**src/rtl/msg_scroller_pkg.sv**
```systemverilog
// Shared constants for the scrolling-message engine.
//  - SEG_* : active-low character codes (dp + g..a), SEG_BLANK = all segments off
//  - state_t : controller states
//  - idx_width() : index width helper, never below 1 bit
//  - rom_code() : fixed message table lookup (2 messages x 16 characters)
package msg_scroller_pkg;

  localparam logic [7:0] SEG_BLANK = 8'hFF;
  localparam logic [7:0] SEG_H     = 8'h89;
  localparam logic [7:0] SEG_E     = 8'h86;
  localparam logic [7:0] SEG_L     = 8'hC7;
  localparam logic [7:0] SEG_O     = 8'hC0;
  localparam logic [7:0] SEG_G     = 8'hC2;
  localparam logic [7:0] SEG_D     = 8'hA1;
  localparam logic [7:0] SEG_B     = 8'h83;
  localparam logic [7:0] SEG_Y     = 8'h91;

  localparam int ROM_MSGS = 2;
  localparam int ROM_LEN  = 16;

  // Element 0 is the first character of the message.
  localparam logic [0:15][7:0] MSG0 = {
    SEG_H, SEG_E, SEG_L, SEG_L, SEG_O, SEG_BLANK, SEG_BLANK, SEG_BLANK,
    SEG_H, SEG_E, SEG_L, SEG_L, SEG_O, SEG_BLANK, SEG_BLANK, SEG_BLANK
  };
  localparam logic [0:15][7:0] MSG1 = {
    SEG_G, SEG_O, SEG_O, SEG_D, SEG_B, SEG_Y, SEG_E, SEG_BLANK,
    SEG_G, SEG_O, SEG_O, SEG_D, SEG_B, SEG_Y, SEG_E, SEG_BLANK
  };

  typedef enum logic [1:0] {
    S_STOP,
    S_RUN,
    S_LOAD
  } state_t;

  function automatic int idx_width(input int n);
    return (n > 1) ? $clog2(n) : 1;
  endfunction

  function automatic logic [7:0] rom_code(input logic m, input logic [3:0] a);
    return m ? MSG1[a] : MSG0[a];
  endfunction

endpackage

```
**src/rtl/msg_scroller_if.sv**
```systemverilog
// Control/display bundle between the switch/button front end and the scroller.
//  master : drives msg_sel, run, dir, step; observes seg_out, pos, wrap
//  slave  : the scroller side
// Parameters must match the ones given to msg_scroller.
interface msg_scroller_if #(
  parameter int N_DIGITS = 4,
  parameter int MSG_LEN  = 16,
  parameter int N_MSGS   = 2,
  parameter int SEG_W    = 8
);
  import msg_scroller_pkg::*;

  localparam int SEL_W = idx_width(N_MSGS);
  localparam int POS_W = idx_width(MSG_LEN);

  logic [SEL_W-1:0]          msg_sel;
  logic                      run;
  logic                      dir;
  logic                      step;
  logic [N_DIGITS*SEG_W-1:0] seg_out;
  logic [POS_W-1:0]          pos;
  logic                      wrap;

  modport master (
    output msg_sel, run, dir, step,
    input  seg_out, pos, wrap
  );

  modport slave (
    input  msg_sel, run, dir, step,
    output seg_out, pos, wrap
  );

endinterface

```
**src/rtl/msg_scroller_rom.sv**
```systemverilog
// msg_char_rom: combinational character lookup.
//  msg : message index
//  adr : character index within the message
//  seg : active-low segment code; anything outside the stored table reads blank
module msg_char_rom
  import msg_scroller_pkg::*;
#(
  parameter int SEL_W = 1,
  parameter int POS_W = 4,
  parameter int SEG_W = 8
) (
  input  logic [SEL_W-1:0] msg,
  input  logic [POS_W-1:0] adr,
  output logic [SEG_W-1:0] seg
);

  logic [7:0] code;

  always_comb begin
    code = SEG_BLANK;
    if (int'(msg) < ROM_MSGS && int'(adr) < ROM_LEN)
      code = rom_code(msg[0], 4'(adr));
  end

  // Bits beyond the 8 stored ones stay off (high).
  always_comb begin
    seg = '1;
    for (int unsigned b = 0; b < SEG_W && b < 8; b++)
      seg[b] = code[b];
  end

endmodule

```
**src/rtl/msg_scroller.sv**
```systemverilog
// msg_scroller: shows an N_DIGITS-wide window of a stored message on a
// 7-segment bank and scrolls it on a prescaled tick, forward or backward,
// with stop and single-step.
//  clk, rst     : clock, synchronous active-high reset
//  bus.msg_sel  : message select (change reloads the window at offset 0)
//  bus.run      : 1 = auto-scroll, 0 = stopped
//  bus.dir      : 0 = forward (+1), 1 = backward (-1)
//  bus.step     : one-cycle pulse, moves one position while stopped
//  bus.seg_out  : digit k (0 = leftmost) at [(N_DIGITS-1-k)*SEG_W +: SEG_W]
//  bus.pos      : current window offset
//  bus.wrap     : one-cycle pulse when pos wraps
module msg_scroller
  import msg_scroller_pkg::*;
#(
  parameter int N_DIGITS = 4,
  parameter int MSG_LEN  = 16,
  parameter int N_MSGS   = 2,
  parameter int SEG_W    = 8,
  parameter int TICK_DIV = 25_000_000
) (
  input  logic          clk,
  input  logic          rst,
  msg_scroller_if.slave bus
);

  localparam int SEL_W = idx_width(N_MSGS);
  localparam int POS_W = idx_width(MSG_LEN);
  localparam int CNT_W = idx_width(TICK_DIV);
  localparam logic [CNT_W-1:0] CNT_MAX = CNT_W'(TICK_DIV - 1);

  state_t                    state;
  logic [CNT_W-1:0]          cnt;
  logic [POS_W-1:0]          pos_q;
  logic                      wrap_q;
  logic [SEL_W-1:0]          sel_q;
  logic [N_DIGITS*SEG_W-1:0] seg_q;
  logic [N_DIGITS*SEG_W-1:0] rom_word;
  logic [POS_W-1:0]          pos_nxt;
  logic                      wrap_nxt;

  // One move in the current direction; wrap falls out of the natural width.
  always_comb begin
    pos_nxt  = bus.dir ? pos_q - POS_W'(1) : pos_q + POS_W'(1);
    wrap_nxt = bus.dir ? (pos_q == '0) : (pos_q == '1);
  end

  for (genvar k = 0; k < N_DIGITS; k++) begin : g_digit
    logic [POS_W-1:0] adr;
    assign adr = pos_q + POS_W'(k);
    msg_char_rom #(
      .SEL_W (SEL_W),
      .POS_W (POS_W),
      .SEG_W (SEG_W)
    ) u_rom (
      .msg (sel_q),
      .adr (adr),
      .seg (rom_word[(N_DIGITS-1-k)*SEG_W +: SEG_W])
    );
  end

  always_ff @(posedge clk) begin
    if (rst) begin
      state  <= S_STOP;
      cnt    <= '0;
      pos_q  <= '0;
      wrap_q <= 1'b0;
      sel_q  <= bus.msg_sel;
      seg_q  <= '1;
    end else begin
      wrap_q <= 1'b0;
      seg_q  <= (state == S_LOAD) ? '1 : rom_word;
      // A message change overrides everything, including a coincident tick.
      if (bus.msg_sel != sel_q) begin
        state <= S_LOAD;
        sel_q <= bus.msg_sel;
        pos_q <= '0;
        cnt   <= '0;
      end else begin
        case (state)
          S_LOAD: begin
            state <= bus.run ? S_RUN : S_STOP;
            cnt   <= '0;
          end
          S_STOP: begin
            cnt <= '0;
            if (bus.run) begin
              state <= S_RUN;
            end else if (bus.step) begin
              pos_q  <= pos_nxt;
              wrap_q <= wrap_nxt;
            end
          end
          S_RUN: begin
            if (!bus.run) begin
              state <= S_STOP;
              cnt   <= '0;
            end else if (cnt == CNT_MAX) begin
              cnt    <= '0;
              pos_q  <= pos_nxt;
              wrap_q <= wrap_nxt;
            end else begin
              cnt <= cnt + CNT_W'(1);
            end
          end
          default: begin
            state <= S_STOP;
            cnt   <= '0;
          end
        endcase
      end
    end
  end

  assign bus.seg_out = seg_q;
  assign bus.pos     = pos_q;
  assign bus.wrap    = wrap_q;

endmodule

```
**src/flat_wrapper.sv**
```systemverilog
// flat-port wrapper written by rule: the top's interface ports become plain ports
module msg_scroller_flat import msg_scroller_pkg::*;
#(
  parameter int N_DIGITS = 4,
  parameter int MSG_LEN  = 16,
  parameter int N_MSGS   = 2,
  parameter int SEG_W    = 8,
  parameter int TICK_DIV = 25_000_000
)
  (clk, rst, bus_msg_sel, bus_run, bus_dir, bus_step, bus_seg_out, bus_pos, bus_wrap);
  msg_scroller_if #(.N_DIGITS(N_DIGITS), .MSG_LEN(MSG_LEN), .N_MSGS(N_MSGS), .SEG_W(SEG_W)) bus_i ();
  input  logic clk;
  input  logic rst;
  input wire logic [$bits(bus_i.msg_sel)-1:0] bus_msg_sel;
  input wire logic [$bits(bus_i.run)-1:0] bus_run;
  input wire logic [$bits(bus_i.dir)-1:0] bus_dir;
  input wire logic [$bits(bus_i.step)-1:0] bus_step;
  output wire logic [$bits(bus_i.seg_out)-1:0] bus_seg_out;
  output wire logic [$bits(bus_i.pos)-1:0] bus_pos;
  output wire logic [$bits(bus_i.wrap)-1:0] bus_wrap;
  assign bus_i.msg_sel = bus_msg_sel;
  assign bus_i.run = bus_run;
  assign bus_i.dir = bus_dir;
  assign bus_i.step = bus_step;
  assign bus_seg_out = bus_i.seg_out;
  assign bus_pos = bus_i.pos;
  assign bus_wrap = bus_i.wrap;
  msg_scroller #(.N_DIGITS(N_DIGITS), .MSG_LEN(MSG_LEN), .N_MSGS(N_MSGS), .SEG_W(SEG_W), .TICK_DIV(TICK_DIV)) u_core (.clk(clk), .rst(rst), .bus(bus_i));
endmodule
```
**config.mk**
```make
export PLATFORM = sky130hd
export DESIGN_NAME = msg_scroller_flat
export DESIGN_NICKNAME = d
export VERILOG_FILES = /design/src/rtl/msg_scroller_pkg.sv /design/src/rtl/msg_scroller_if.sv /design/src/rtl/msg_scroller_rom.sv /design/src/rtl/msg_scroller.sv /design/src/flat_wrapper.sv
export SDC_FILE = /design/constraint.sdc
export NUM_CORES = 1
export LEC_CHECK = 0
export ABC_CLOCK_PERIOD_IN_PS = 2100
export CELL_PAD_IN_SITES_DETAIL_PLACEMENT = 0
export CELL_PAD_IN_SITES_GLOBAL_PLACEMENT = 1
export CORE_UTILIZATION = 36
export DETAILED_ROUTE_END_ITERATION = 16
export PLACE_DENSITY = 0.75
export REMOVE_ABC_BUFFERS = 1
export SYNTH_ARGS = -nofsm -noshare
export SYNTH_HDL_FRONTEND = slang
export SYNTH_SLANG_ARGS = --single-unit
```
**constraint.sdc**
```tcl
create_clock -name clk -period 2.1 [get_ports clk]
set_clock_uncertainty 0.15 [all_clocks]
set_input_delay 0.42 -clock clk [delete_from_list [all_inputs] [get_ports clk]]
set_output_delay 0.42 -clock clk [all_outputs]
set_load 0.005 [all_outputs]
```
### Word-level counts from Yosys, hierarchy flattened

Memories as Yosys holds them, arrays and structs flattened.
Cells that the tools add are included.

| storage, ports and cells | value |
|---|---|
| bits of input ports | 6 |
| memories kept | 8 |
| register bits | 65 |
| ROM bits | 1024 |
| logic and storage cells | 92 |

| cells by class | value |
|---|---|
| $lt $le $gt $ge | 4 |
| $add $sub $neg | 5 |
| eq/ne operators | 13 |
| bitwise logic cells | 6 |
| multiplexer cells | 39 |
| reductions and logical operators | 10 |

Memories:

| name | words | bits a word | read ports | clocked after memory_dff | wr ports | RTL line | text |
|---|---|---|---|---|---|---|---|
| (no name shown) | 16 | 8 | 1 | 0 | 0 | msg_scroller_pkg.sv:42 | `return m ? MSG1[a] : MSG0[a];` |
| (no name shown) | 16 | 8 | 1 | 0 | 0 | msg_scroller_pkg.sv:42 |  |
| (no name shown) | 16 | 8 | 1 | 0 | 0 | msg_scroller_pkg.sv:42 |  |
| (no name shown) | 16 | 8 | 1 | 0 | 0 | msg_scroller_pkg.sv:42 |  |
| (no name shown) | 16 | 8 | 1 | 0 | 0 | msg_scroller_pkg.sv:42 |  |
| (no name shown) | 16 | 8 | 1 | 0 | 0 | msg_scroller_pkg.sv:42 |  |
| 2 more memories | - | - | - | - | - | - |  |

Operator list:

| operator | count |
|---|---|
| two-way mux 8 bit | 20 |
| adder 25 x 1 -> 25 bit (second input constant) | 1 |
| == test 25 bit (second input constant) | 1 |
| greater-or-equal comparator 5 bit (second input constant) | 4 |
| two-way mux 4 bit | 5 |
| NOT 4 -> 5 bit | 4 |
| inequality test 2 bit (second input constant) | 5 |
| adder 4 x 2 -> 4 bit (second input constant) | 2 |
| two-way mux 1 bit | 8 |
| one-hot mux 4 bit (2 select lines) | 1 |
| two-way mux 2 bit | 3 |
| inequality test 3 x 2 -> 1 bit (second input constant) | 2 |
| one-hot mux 2 bit (3 select lines) | 1 |
| AND reduction 5 bit | 1 |
| OR reduction 5 bit | 1 |
| adder 4 x 1 -> 4 bit (second input constant) | 1 |
| == test 4 bit (second input constant) | 1 |
| logical NOT 4 bit | 1 |
| AND reduction 2 bit | 2 |
| nonzero test 2 bit | 2 |
| OR reduction 2 bit | 2 |
| subtractor 4 x 1 -> 4 bit (second input constant) | 1 |
| == test 2 x 1 -> 1 bit (second input constant) | 1 |
| == test 2 bit (second input constant) | 1 |
| 5 further kinds | 6 |

### Logic depth before layout (Yosys ltp)

| depth | value |
|---|---|
| depth after elaboration | 6 |
| depth in mapped cells | 9 |

### Modules after synthesis

A second synthesis with hierarchy kept.

| second synthesis, totals | value |
|---|---|
| cells, all modules | 374 |
| area, all modules | 3259.4 sq um |

By module, submodules not included:

| module | area an instance (sq um) | cells an instance | instances |
|---|---|---|---|
| msg_scroller | 2534.9 | 260 | 1 |
| msg_char_rom at u_core.g_digit[3].u_rom | 196.4 | 29 | 1 |
| msg_char_rom at u_core.g_digit[0].u_rom | 186.4 | 29 | 1 |
| msg_char_rom at u_core.g_digit[1].u_rom | 181.4 | 29 | 1 |
| msg_char_rom at u_core.g_digit[2].u_rom | 160.2 | 27 | 1 |

### Worst setup path before layout

No wires, ideal clock.

| timing | value |
|---|---|
| kind | register -> register |
| start point | register u_core.cnt[0] |
| end point | register u_core.pos_q[3], in the netlist u_core.bus.pos[3] |
| arrival | 2.003 ns |
| slack | -0.123 ns |
| cell stages (with the launch flop) | 7 |
| path buffers | 0 |
| setup time | 0.070 ns |
| period minus slack after synthesis | 2.223 ns |
| required time | 1.880 ns |
| cell sequence | dfxtp_1 > ha_1 > nand2_1 > or4b_4 > o21a_1 > or4_1 > a21oi_1 |

| on the way | value |
|---|---|
| word-level cells in the longest chain between the ends | 3 |

Ends and longest elaborated chain:

| item | RTL line | text |
|---|---|---|
| from (decl) | msg_scroller.sv:32 | `logic [CNT_W-1:0] cnt;` |
| from (signal assigned) | msg_scroller.sv:102 | `cnt <= cnt + CNT_W'(1);` |
| == test 25 bit | msg_scroller.sv:97 | `end else if (cnt == CNT_MAX) begin` |
| inequality test 2 x 1 -> 1 bit (no source line) | - |  |
| AND reduction 5 bit (no source line) | - |  |
| to (signal assigned) | msg_scroller.sv:89 | `pos_q <= pos_nxt;` |
| to (signal assigned) | msg_scroller.sv:99 | `pos_q <= pos_nxt;` |
| to (decl) | msg_scroller.sv:33 | `logic [POS_W-1:0] pos_q;` |

Every way passes these cells.
A chain may end at the register's enable or synchronous reset.

### Worst setup path after layout

Same ends and word-level chain as after synthesis.

==> metrics.csv <==
stage,metric,value,unit
global_route,grt_overflow_total,0,
critical_path,path_cells,ha_4 > nand2_2 > or4b_4 > o21a_4 > or4_4 > a21oi_2,
run_status,outcome,completed,
yosys,seq_area_frac_synth,42.9,%
critical_path,worstPathRequired,2220,ps
final_layout,final_util,49.7,%
cts,cts_sinks,61,
timing,fin_crit_sh,99.9,%
critical_path,path_class,reg2reg,
global_route,grtUsageTotal,16.0,%
power,ir_drop,0.400,mV
yosys,synth_edf_count,1,
cts,cts_hold_buf,0,
routing,drtPass1Iterations,4,
global_route,grt_pass1_wl,10500,µm
cts,htreeDepth,3,
placed_design,io_buffer_count,38,
critical_path,cp-start-kind,register,
global_route,grt_max_degree,40,
critical_path,critPathMaxFanout,4,
timing,clock.fmax,0.477,GHz
cts,insertion_delay,340,ps
cts,cts_tree,done,
power,power_density,729,nW/µm²
timing,maxSlewViolCount,0,
critical_path,cp.arrival,2220,ps
final_layout,multi_input_area,1550,µm²
routing,vias,2424,
floorplan,fp.dieW,91.3,µm
cts,cts_buffers,9,
yosys,synth_ff_type,dfxtp_1,
cts,postCtsSetupBuffers,0,
yosys,synth_cells,332,
cts,cts_max_path_buffers,2,
floorplan,initial_core_util,37.2,%
final_layout,seqCellArea,1230,µm²
cts,root_buffer,clkbuf_8,
final_layout,fin_cells,505,
global_route,grt_pass1_vias,2348,
placed_design,place.gp.congestion,0.787,
critical_path,critical_path_buf_inv_count,0,
timing,finalHoldViolations,0,
critical_path,crit_family,simple AND/OR/NAND/NOR gates,
yosys,avgSynthCellArea,8.65,µm²
placed_design,dp_hpwl,4350,µm
routing,via_per_inst,4.80,
routing,wl_per_cell,12.0,µm
routing,routed_wl,6070,µm
final_layout,diodes,0,
timing,post-route-min-period,2100,ps
yosys,yosysMostFrequentCell,dfxtp_1,
global_route,antenna_found_initial,0,
routing,first_iter_violations,76,
timing,finalSetupViolCount,0,
floorplan,die-area,8340,µm²
placed_design,dpl.cell_count,488,
flow_run,cap_violations,0,
power,leakage,0.00149,µW
yosys,synth_top_area_share,41.8,%
yosys,ys_ff_latch,61,
cts,clkTransAtPathRegs,70,ps
routing,drc_errors,0,
floorplan,boundaryPins,43,
final_layout,final_layout_size_suffix_gt1_share,16.6,%
yosys,yosysWarnings,0,
routing,detail-route-antenna-nets,0,
hold_path,hold_class,reg2reg,
yosys,synthArstFlopShare,0,%
critical_path,cp_slowest_cell,or4b_4,
yosys,ys_top_cells_by_area,"dfxtp_1 (42%), ha_1 (7.8%), xor2_1 (5.8%)",
timing,rsz0062_at_grt,yes,
final_layout,num-nets-final,422,
floorplan,die_h,91.3,µm
yosys,synth_area_leader_cell,dfxtp_1,
yosys,netlist_top_cells_count,"dfxtp_1 (60), nor2_1 (41), nand2_1 (39)",
yosys,synth_area,2870,µm²
critical_path,slowest_delay,530,ps
final_layout,fillCellCount,743,
final_layout,areaGrowthSynthToFinish,33.7,%
critical_path,endpoint_kind,register,
floorplan,coreArea,7730,µm²
yosys,synthDistinctLibCells,43,
timing,fin_hold_ws,370,ps
floorplan,rows,32,
## worst register-to-register path: cells and delay by family, from the launching register on
kind	cells	cell delay, ps
AOI/OAI and AO/OA	2	340
and+or+nand+nor	3	1060
DFF	1	350
adders and majority gates	1	140
## per-layer routing
metal | part of all wire, % | wire length [µm] | global-route usage [%] | vias up
met4 | 1.2 | 73 | 5.95 | 0
li1 | - | - | - | 1255
met3 | 3.2 | 197 | 4.44 | 5
met2 | 50 | 3050 | 28.0 | 33
met5 | 0 | 0 | 0 | -
met1 | 45 | 2750 | 18.7 | 1131
## layout make-up
| class | instances | area share (%) |
|---|---|---|
| Timing Repair Buffer | 73 | 16.9 |
| Inverter | 14 | 1.37 |
| Clock buffer | 10 | 3.58 |
| Tap cell | 102 | 3.32 |
| Sequential cell | 61 | 32.2 |
| Multi-Input combinational cell | 239 | 40.4 |
| Clock inverter | 6 | 2.25 |
## repair_timing
action,4_1_cts,5_1_grt
endpoints found under the setup margin,15,25
gates resized for setup,8,8
gates cloned,1,0
pin swaps,3,1
## cell usage in the layout, fill, tap and decap left out, drive strengths merged, types with 3 or more instances in the layout
cell           netlist  routed
dfxtp               60      60
nor2                41      41
nand2               39      39
clkdlybuf4s50        0      38
buf                 12      35
xor2                19      19
ha                  18      18
o21ai               15      15
nand3               15      15
inv                 14      14
a21oi               13      13
o211ai              10      10
clkbuf               9      10
xnor2                7       7
mux2i                7       7
nor3                 7       7
nand4                6       6
and4                 4       4
conb                 1       4
a31oi                3       3
nor2b                3       3
and3                 3       3
o31ai                3       3
clkinv               0       3
## sequential cells by signal (all words and copies together) (netlist names)
register,flops
u_core.bus.wrap,1
u_core.sel_q,1
u_core.cnt,25
u_core.bus.seg_out,28
u_core.state,2
u_core.bus.pos,4
## logic make-up after synthesis
family,Yosys count,share of synthesized area [%]
other,1,0.131
DFF,61,42.9
and+or+nand+nor,130,21.5
adders and majority gates,18,7.84
xor gates and xnor gates,26,7.93
AOI/OAI and AO/OA,54,11.9
muxes,7,2.44
buffers and inverters,35,5.32
## power by group
group / switching (µW) / total (µW) / internal [µW]
sequential: 25.9 / 1250 / 1230
clock: 469 / 1170 / 698
combinational: 178 / 381 / 204
total: 673 / 2800 / 2130
## stage by stage
stage | worst slack, ps | setup TNS, ps | cell area [µm²] | total power, µW
floorplan | -447 | -11300 | 2780 | 1460
global placement | -144 | -351 | 3550 | 1650
detailed placement | -180 | -618 | 3550 | 1660
CTS | 7.01 | 0 | 3800 | 2840
global route | -56.1 | -115 | 3840 | 2950
finish | 2.89 | 0 | 3840 | 2800
## final timing paths
check / start / endpoint / slack, ps / cells after the start
hold reg to reg: u_core.cnt[24] / u_core.cnt[24] / 370 / 2
hold / removal: u_core.cnt[24] / u_core.cnt[24] / 370 / 2
setup reg to reg: u_core.cnt[0] / u_core.bus.pos[3] / 3 / 6
setup / recovery: u_core.cnt[0] / u_core.bus.pos[3] / 3 / 6
Power figures use the tool's default switching activity.
